--- config.mk ---
export PLATFORM = sky130hd
export DESIGN_NAME = uart_cmd_responder
export DESIGN_NICKNAME = d
export VERILOG_FILES = /design/src/rtl/uart_pkg.sv /design/src/rtl/uart_byte_tx.sv /design/src/rtl/uart_cmd_responder.sv
export SDC_FILE = /design/constraint.sdc
export NUM_CORES = 1
export LEC_CHECK = 0
export CAP_MARGIN = 0
export CORE_UTILIZATION = 58
export CTS_CLUSTER_SIZE = 25
export DETAILED_ROUTE_END_ITERATION = 12
export PLACE_DENSITY = 0.82
export SLEW_MARGIN = 10
export SYNTH_ARGS = -nofsm -noshare
export SYNTH_HDL_FRONTEND = slang
export SYNTH_HIERARCHICAL = 1
export SYNTH_SLANG_ARGS = --single-unit
--- constraint.sdc ---
create_clock -name clk -period 4.1 [get_ports clk]
set_clock_uncertainty 0.15 [all_clocks]
set_input_delay 0.82 -clock clk [delete_from_list [all_inputs] [get_ports clk]]
set_output_delay 0.82 -clock clk [all_outputs]
set_load 0.005 [all_outputs]
--- src/rtl/uart_pkg.sv ---
// Shared definitions for the two-byte UART command link (responder and initiator).
package uart_pkg;

    localparam int unsigned UART_DATA_W = 8;
    localparam int unsigned ADDR_W      = 7;
    localparam int unsigned RW_BIT      = 7;

    // ST_TX covers start/data/parity/stop; uart_byte_tx sequences the individual bits.
    typedef enum logic [3:0] {
        ST_IDLE,
        ST_RX_START,
        ST_RX_DATA,
        ST_RX_PAR,
        ST_RX_STOP,
        ST_WAIT_B2,
        ST_EXEC,
        ST_TURN,
        ST_TX
    } state_e;

    function automatic logic odd_par(input logic [UART_DATA_W-1:0] b);
        return ~^b;
    endfunction

endpackage

--- src/rtl/uart_byte_tx.sv ---
// Serialises one byte as start, 8 data bits LSB first, odd parity, stop; BR clocks per bit.
module uart_byte_tx
    import uart_pkg::*;
#(
    parameter int unsigned BR = 434
) (
    input  logic                   clk,
    input  logic                   rst_n,
    input  logic                   start,
    input  logic [UART_DATA_W-1:0] data,
    output logic                   tx,
    output logic                   done
);

    localparam int unsigned BR_W  = $clog2(BR);
    localparam int unsigned SHF_W = UART_DATA_W + 2;

    logic             active_q;
    logic [BR_W-1:0]  br_cnt_q;
    logic [3:0]       bit_q;
    logic [SHF_W-1:0] shift_q;

    // bit_q 0 is the start bit; the shift register holds data, parity and stop behind it
    always_ff @(posedge clk or negedge rst_n) begin
        if (!rst_n) begin
            active_q <= 1'b0;
            br_cnt_q <= '0;
            bit_q    <= '0;
            shift_q  <= '1;
            tx       <= 1'b1;
            done     <= 1'b0;
        end else begin
            done <= 1'b0;
            if (!active_q) begin
                if (start) begin
                    active_q <= 1'b1;
                    tx       <= 1'b0;
                    br_cnt_q <= '0;
                    bit_q    <= '0;
                    shift_q  <= {1'b1, odd_par(data), data};
                end
            end else if (br_cnt_q == BR_W'(BR - 1)) begin
                br_cnt_q <= '0;
                if (bit_q == 4'd10) begin
                    active_q <= 1'b0;
                    done     <= 1'b1;
                end else begin
                    bit_q   <= bit_q + 4'd1;
                    tx      <= shift_q[0];
                    shift_q <= {1'b1, shift_q[SHF_W-1:1]};
                end
            end else begin
                br_cnt_q <= br_cnt_q + BR_W'(1);
            end
        end
    end

endmodule

--- src/rtl/uart_cmd_responder.sv ---
// Target end of the two-byte UART command link: receives write/read commands,
// strobes the register bank and returns read data after a turnaround gap.
module uart_cmd_responder
    import uart_pkg::*;
#(
    parameter int unsigned BR      = 434,
    parameter int unsigned TURN    = 200,
    parameter int unsigned TIMEOUT = 50000
) (
    input  logic                   clk,
    input  logic                   rst_n,
    input  logic                   rx,
    output logic                   tx,
    output logic [ADDR_W-1:0]      reg_addr,
    output logic [UART_DATA_W-1:0] reg_wdata,
    output logic                   reg_wr_en,
    output logic                   reg_rd_en,
    input  logic [UART_DATA_W-1:0] reg_rdata,
    output logic                   parity_err,
    output logic                   frame_err,
    output logic                   busy
);

    localparam int unsigned HALF    = BR / 2;
    localparam int unsigned MAX_A   = (TIMEOUT > TURN) ? TIMEOUT : TURN;
    localparam int unsigned CNT_MAX = (MAX_A > BR) ? MAX_A : BR;
    localparam int unsigned CNT_W   = $clog2(CNT_MAX + 1);

    logic                   rx_s1, rx_s2, rx_s3;
    logic                   fall_c;
    state_e                 state_q, state_d;
    logic [CNT_W-1:0]       cnt_q, cnt_d;
    logic [2:0]             bit_q, bit_d;
    logic [UART_DATA_W-1:0] shift_q, shift_d;
    logic                   par_q, par_d;
    logic [UART_DATA_W-1:0] cmd_hi_q, cmd_hi_d;
    logic                   got_b1_q, got_b1_d;
    logic [UART_DATA_W-1:0] wdata_d;
    logic [UART_DATA_W-1:0] rdata_q, rdata_d;
    logic                   wr_en_d, rd_en_d, perr_d, ferr_d;
    logic                   tx_start_c, tx_done;
    logic                   mid_c, bit_end_c;

    assign fall_c    = rx_s3 & ~rx_s2;
    assign mid_c     = (cnt_q == CNT_W'(HALF));
    assign bit_end_c = (cnt_q == CNT_W'(BR - 1));
    assign reg_addr  = cmd_hi_q[ADDR_W-1:0];

    always_ff @(posedge clk or negedge rst_n) begin
        if (!rst_n) begin
            rx_s1      <= 1'b1;
            rx_s2      <= 1'b1;
            rx_s3      <= 1'b1;
            state_q    <= ST_IDLE;
            cnt_q      <= '0;
            bit_q      <= '0;
            shift_q    <= '0;
            par_q      <= 1'b0;
            cmd_hi_q   <= '0;
            got_b1_q   <= 1'b0;
            reg_wdata  <= '0;
            rdata_q    <= '0;
            reg_wr_en  <= 1'b0;
            reg_rd_en  <= 1'b0;
            parity_err <= 1'b0;
            frame_err  <= 1'b0;
            busy       <= 1'b0;
        end else begin
            rx_s1      <= rx;
            rx_s2      <= rx_s1;
            rx_s3      <= rx_s2;
            state_q    <= state_d;
            cnt_q      <= cnt_d;
            bit_q      <= bit_d;
            shift_q    <= shift_d;
            par_q      <= par_d;
            cmd_hi_q   <= cmd_hi_d;
            got_b1_q   <= got_b1_d;
            reg_wdata  <= wdata_d;
            rdata_q    <= rdata_d;
            reg_wr_en  <= wr_en_d;
            reg_rd_en  <= rd_en_d;
            parity_err <= perr_d;
            frame_err  <= ferr_d;
            busy       <= (state_d != ST_IDLE);
        end
    end

    // Next state and datapath; rx is only watched in IDLE, WAIT_B2 and the RX states
    always_comb begin
        state_d    = state_q;
        cnt_d      = cnt_q + CNT_W'(1);
        bit_d      = bit_q;
        shift_d    = shift_q;
        par_d      = par_q;
        cmd_hi_d   = cmd_hi_q;
        got_b1_d   = got_b1_q;
        wdata_d    = reg_wdata;
        rdata_d    = rdata_q;
        wr_en_d    = 1'b0;
        rd_en_d    = 1'b0;
        perr_d     = 1'b0;
        ferr_d     = 1'b0;
        tx_start_c = 1'b0;
        case (state_q)
            ST_IDLE: begin
                cnt_d    = '0;
                got_b1_d = 1'b0;
                if (fall_c) state_d = ST_RX_START;
            end
            ST_WAIT_B2: begin
                if (fall_c) begin
                    state_d = ST_RX_START;
                    cnt_d   = '0;
                end else if (cnt_q == CNT_W'(TIMEOUT - 1)) begin
                    state_d  = ST_IDLE;
                    cnt_d    = '0;
                    got_b1_d = 1'b0;
                end
            end
            ST_RX_START: begin
                if (mid_c && rx_s2) begin
                    state_d = got_b1_q ? ST_WAIT_B2 : ST_IDLE;
                    cnt_d   = '0;
                end else if (bit_end_c) begin
                    state_d = ST_RX_DATA;
                    cnt_d   = '0;
                    bit_d   = '0;
                end
            end
            ST_RX_DATA: begin
                if (mid_c) shift_d = {rx_s2, shift_q[UART_DATA_W-1:1]};
                if (bit_end_c) begin
                    cnt_d = '0;
                    bit_d = bit_q + 3'd1;
                    if (bit_q == 3'd7) state_d = ST_RX_PAR;
                end
            end
            ST_RX_PAR: begin
                if (mid_c) par_d = rx_s2;
                if (bit_end_c) begin
                    cnt_d   = '0;
                    state_d = ST_RX_STOP;
                end
            end
            ST_RX_STOP: begin
                if (mid_c) begin
                    cnt_d  = '0;
                    perr_d = (par_q != odd_par(shift_q));
                    ferr_d = ~rx_s2;
                    if (perr_d || ferr_d) begin
                        state_d  = ST_IDLE;
                        got_b1_d = 1'b0;
                    end else if (!got_b1_q) begin
                        cmd_hi_d = shift_q;
                        got_b1_d = 1'b1;
                        state_d  = ST_WAIT_B2;
                    end else begin
                        wdata_d = shift_q;
                        state_d = ST_EXEC;
                    end
                end
            end
            ST_EXEC: begin
                cnt_d    = '0;
                got_b1_d = 1'b0;
                if (cmd_hi_q[RW_BIT]) begin
                    wr_en_d = 1'b1;
                    state_d = ST_IDLE;
                end else begin
                    rd_en_d = 1'b1;
                    state_d = ST_TURN;
                end
            end
            ST_TURN: begin
                // read data arrives the cycle after the registered strobe
                if (cnt_q == CNT_W'(1)) rdata_d = reg_rdata;
                if (cnt_q == CNT_W'(TURN)) begin
                    tx_start_c = 1'b1;
                    cnt_d      = '0;
                    state_d    = ST_TX;
                end
            end
            ST_TX: begin
                cnt_d = '0;
                if (tx_done) state_d = ST_IDLE;
            end
            default: state_d = ST_IDLE;
        endcase
    end

    uart_byte_tx #(.BR(BR)) u_byte_tx (
        .clk   (clk),
        .rst_n (rst_n),
        .start (tx_start_c),
        .data  (rdata_q),
        .tx    (tx),
        .done  (tx_done)
    );

endmodule

Yosys cells after proc, flatten, opt, wreduce, memory -nomap -nowiden

Cells that the tools add are included.

$add $sub $neg: 4
Multiplexer cells: 64
Bitwise operators: 4
Equal/unequal tests: 25
Reduce and logical (&&, ||, !) cells: 20

Operators with widths:

| cell                                           | count |
|---|---|
| two-way mux 16 bit                             | 6 |
| case mux 16 bit (6 select lines)               | 1 |
| two-way mux 4 bit                              | 15 |
| two-way mux 10 bit                             | 4 |
| case mux 4 bit (9 select lines)                | 1 |
| == test 16 x 8 -> 1 bit, second input constant | 2 |
| two-way mux 9 bit                              | 3 |
| two-way mux 1 bit                              | 25 |
| two-way mux 3 bit                              | 6 |
| adder 16 x 1 -> 16 bit, second input constant  | 1 |
| == test 16 x 1 -> 1 bit, second input constant | 1 |
| == test 16 bit, second input constant          | 1 |
| == test 16 x 9 -> 1 bit, second input constant | 1 |
| == test 4 x 3 -> 1 bit, second input constant  | 4 |
| != test 2 bit, second input constant           | 8 |
| AND reduction 4 bit                            | 4 |
| XNOR reduction 8 bit                           | 2 |
| adder 9 x 1 -> 9 bit, second input constant    | 1 |
| == test 9 bit, second input constant           | 1 |
| == test 4 x 2 -> 1 bit, second input constant  | 2 |
| == test 4 bit, second input constant           | 2 |
| case mux 3 bit (2 select lines)                | 1 |
| AND reduction 2 bit                            | 3 |
| adder 4 x 1 -> 4 bit, second input constant    | 1 |
| 17 further kinds                               | 21 |

Output and inout bits: 21
Flip-flop bits (word level): 91

Longest topological paths before layout

Depth in word-level cells: 7
Depth in mapped cells: 10
Gate-level depth less buffers: 9

Cells and area by module

Netlist, hierarchy kept.

Modules (own cells, without submodules):

| module             | times used | area an instance (sq um) | cells each |
|---|---|---|---|
| uart_cmd_responder | 1          | 3173.0                   | 274 |
| uart_byte_tx       | 1          | 1375.1                   | 135 |

Worst setup path before layout

OpenSTA, ideal clock, no wires.

Path kind: reg2reg
Start point: register cnt_q[1]
End point: register cmd_hi_q[0]
Path buffers: 1
Clock period less this slack: 2.261 ns
Data arrival time: 1.986 ns
Data required time: 3.825 ns
Slack: 1.839 ns
Stages on the path, launching flop included: 10
Library setup time: 0.125 ns
Cells stage by stage: dfrtp_1 > inv_1 > ha_1 > nor4bb_1 > and4_1 > buf_2 > and3_2 > nand3_4 > nor2_4 > mux2_2

Cells in the longest elaborated chain, start to end: 2

RTL lines:

| element                              | RTL line                 | text |
|---|---|---|
| from (decl)                          | uart_cmd_responder.sv:32 | `logic [CNT_W-1:0] cnt_q, cnt_d;` |
| from (signal assigned)               | uart_cmd_responder.sv:73 | `cnt_q <= cnt_d;` |
| == test 16 x 8 -> 1 bit              | uart_cmd_responder.sv:45 | `assign mid_c = (cnt_q == CNT_W'(HALF));` |
| AND reduction 4 bit (no source line) | --                       |  |
| to (signal assigned)                 | uart_cmd_responder.sv:77 | `cmd_hi_q <= cmd_hi_d;` |
| to (decl)                            | uart_cmd_responder.sv:36 | `logic [UART_DATA_W-1:0] cmd_hi_q, cmd_hi_d;` |

No other way between the ends.
A chain may end at the register's enable or synchronous reset.

Worst setup path in the final report

Start point: register state_q[2]
End point: register u_byte_tx.shift_q[8]

Cells in the longest elaborated chain, start to end: 4

RTL lines:

| element                              | RTL line                  | text |
|---|---|---|
| from (decl)                          | uart_cmd_responder.sv:31  | `state_e state_q, state_d;` |
| from (signal assigned)               | uart_cmd_responder.sv:72  | `state_q <= state_d;` |
| == test 4 x 3 -> 1 bit               | uart_cmd_responder.sv:105 | `case (state_q)` |
| two-way mux 1 bit                    | uart_cmd_responder.sv:105 |  |
| named net tx_start_c                 | uart_cmd_responder.sv:41  | `logic tx_start_c, tx_done;` |
| nonzero test 2 bit (no source line)  | --                        |  |
| AND reduction 3 bit (no source line) | --                        |  |
| to (signal assigned)                 | uart_byte_tx.sv:40        | `shift_q <= {1'b1, odd_par(data), data};` |
| to (signal assigned)                 | uart_byte_tx.sv:50        | `shift_q <= {1'b1, shift_q[SHF_W-1:1]};` |
| to (decl)                            | uart_byte_tx.sv:21        | `logic [SHF_W-1:0] shift_q;` |

The timed path passes the listed nets, and every way through them passes these cells.

==> results.tsv <==
metric	value	unit
status	completed	
cts_resized	0	
worstSetupStartpointType	flip-flop	
via_per_inst	5.87	
vias	3123	
numPortBuffers	31	
worstMarginPinSlew	900	ps
drive_above_1_share	18.0	%
crit_slowest_cell	dfrtp_1	
die_height	90.6	µm
fin_nets	448	
final-instance-count-excl-fill	532	
netlist_instances	409	
ir_drop	0.000261	V
fin_crit	2820	ps
worst_ep_required_time	4240	ps
avgSynthCellArea	11.1	µm²
yosysMostFrequentCell	dfrtp_1	
wl_per_cell	15.6	µm
fp-row-count	31	
cts_buffers	9	
yosys_warnings	6	
setup_viol_count_final	0	
post_cts_buffers	0	
die_width	90.6	µm
power_frac_clock	34.2	%
area_growth	10.7	%
period_share	68.9	%
seq_area	0.00227	mm²
drt_iter0_markers	163	
cpMostUsedCell	nor2b_1	
grt_start_max_net_pins	62	
clk_latency	360	ps
numClockSinks	90	
p_leak	2.19	nW
cp.arrival	2960	ps
drc	0	
cts_buffer_depth	2	
grt_pass1_wl	14800	µm
power_frac_seq	56.2	%
grt_usage	22.5	%
num_io_pins	32	
postLayoutCoreUtil	68.0	%
synth_cell_type_count	56	
swShare	27.8	%
fillers	544	
cellPowerDensity	344	mW/mm²
synth_ff_type	dfrtp_1	
synth_top_area_cell	dfrtp_1	
grt-ovfl-total	0	
hpwl	5740	µm
ys_top_cells_by_area	dfrtp_1 (42%), mux2_2 (8.4%), dfstp_2 (7.5%)	
synth_seq_cells	90	
syn_area	0.00455	mm²
drt_wl_total	8330	µm
antenna_left	0	
core_area	0.00741	mm²
slew_viol_final	0	
grt_pass1_vias	3166	
htree_levels	3	
root_buffer	clkbuf_8	
hold_viol	0	
synth_edf_count	0	
dp_cells	516	
hold_buffers	0	
diodes	0	
cts.clk_slew.worst_paths	100	ps
design_area	0.00503	mm²
synth_top_area_share	42.4	%
cp_max_fo	20	
slew_headroom	40.0	%
setup-tns-final	0	ps
start_util	61.4	%
path_cells	nor2b_1 -> nand3_1 -> nor2_1 -> nor2b_1 -> a41oi_1 -> buf_4 -> nor2b_1 -> a21oi_1	
cts_tree	built	
dpl-instance-area	0.00484	mm²
syn-num-nets	429	
multi_input_area	0.00210	mm²
pwr-share-comb	9.6	%
place_congestion	0.923	
criticalPathCategory	reg2reg	
p_sw	0.000483	W
synth-seq-area-share	49.9	%
hp-class	reg2reg	
maxCapViolCount	0	
floorplan.die_area	0.00820	mm²
slowest_delay	540	ps
internal_power	0.00125	W
grt_antenna_before_repair	0	
power.total	0.00173	W
rsz0062_at_grt	no	
drt_pass1_iterations	4	
synth_common_cells	dfrtp_1 (77), mux2_2 (34), nor2_1 (33)	
end_kind	flip-flop	
fmax	354	MHz
synthArstFlopShare	100	%
==> power by group through the flow <==
| stage | Sequential (W) | Clock (W) | Combinational [W] |
|---|---|---|---|
| after global routing | 0.000981 | 0.000649 | 0.000188 |
| after CTS | 0.000974 | 0.000608 | 0.000168 |
| after floorplan | 0.000960 | 0 | 0.000144 |
| after detailed placement | 0.000991 | 0 | 0.000166 |
| final | 0.000975 | 0.000593 | 0.000166 |
| after global placement | 0.000987 | 0 | 0.000161 |
==> cells by family (layout without fill, tap and decap cells) <==
logic type               after synthesis  after routing  synth area share (%)
AO/OA/AOI/OAI                         49             49                  6.63
XOR/XNOR                              31             31                  6.44
adder cells (fa/ha/maj)                9              9                  2.48
buffers and inverters                 33             57                  3.99
flip-flops                            90             90                  49.9
multiplexers                          43             43                  10.4
AND/OR/NAND/NOR                      154            154                  20.2
==> through the flow <==
stage	worst slack (ps)	hold slack (ps)
after global placement	1380	197
after detailed placement	1340	198
after CTS	1320	221
after global routing	985	234
final	1280	219
after floorplan	1840	195
==> cell type report <==
cell class | count | share of cell area, %
clock buffers | 10 | 2.73
clock inverters | 6 | 1.07
inverters | 8 | 0.596
multi-input cells | 286 | 41.7
flip-flops and latches | 90 | 45.1
well taps | 99 | 2.46
repair buffers | 33 | 6.41
==> worst paths after layout <==
kind / depth (start not counted) / endpoint / start / slack (ps)
hold / removal: 0 / rx_s2 / rx_s1 / 220
setup / recovery: 8 / u_byte_tx/shift_q[8] / state_q[2] / 1280
setup reg to reg: 8 / u_byte_tx/shift_q[8] / state_q[2] / 1280
min in group asynchronous: 1 / cnt_q[8] / rst_n / 370
max in group asynchronous: 2 / cnt_q[15] / rst_n / 2550
hold reg to reg: 0 / rx_s2 / rx_s1 / 220
==> critical path, delay by kind of cell (launching register included) <==
family,cells,cell delay (ps)
compound gates,2,200
buf+inv,1,270
flops,1,540
simple gates,5,1600
==> flip-flops by register name, indices dropped and copies added, names as in the netlist <==
register,count
frame_err,1
reg_wdata,8
u_byte_tx/br_cnt_q,9
rx_s2,1
busy,1
rx_s3,1
reg_rd_en,1
parity_err,1
cnt_q,16
u_byte_tx/active_q,1
u_byte_tx/tx,1
u_byte_tx/bit_q,4
shift_q,8
state_q,4
rdata_q,8
reg_wr_en,1
cmd_hi_q,8
par_q,1
bit_q,3
got_b1_q,1
rx_s1,1
u_byte_tx/done,1
u_byte_tx/shift_q,9
==> cells in the final DEF (no fill, tap or decap), types with 5 or more instances in the layout <==
master | Yosys | final
a21oi_1 | 5 | 5
and2_1 | 6 | 6
and4_1 | 7 | 7
clkbuf_8 | 0 | 10
clkdlybuf4s50_1 | 0 | 30
dfrtp_1 | 77 | 77
dfstp_2 | 13 | 13
ha_1 | 9 | 9
inv_1 | 8 | 8
mux2_2 | 34 | 34
mux2i_1 | 9 | 9
nand2_1 | 31 | 31
nand3_1 | 17 | 17
nand4_1 | 11 | 11
nor2_1 | 33 | 33
nor2b_1 | 8 | 8
nor3_1 | 9 | 9
o21ai_0 | 23 | 23
xnor2_1 | 18 | 18
xor2_1 | 11 | 11
==> per-layer routing <==
metal  global-route usage [%]  wire, µm  up-vias
met1                     30.2      3760     1546
met5                        0         0        -
met2                     36.9      4070       86
li1                         -         -     1481
met4                     6.99        95        0
met3                     4.38       402       10
(Power assumes the default switching activity.)
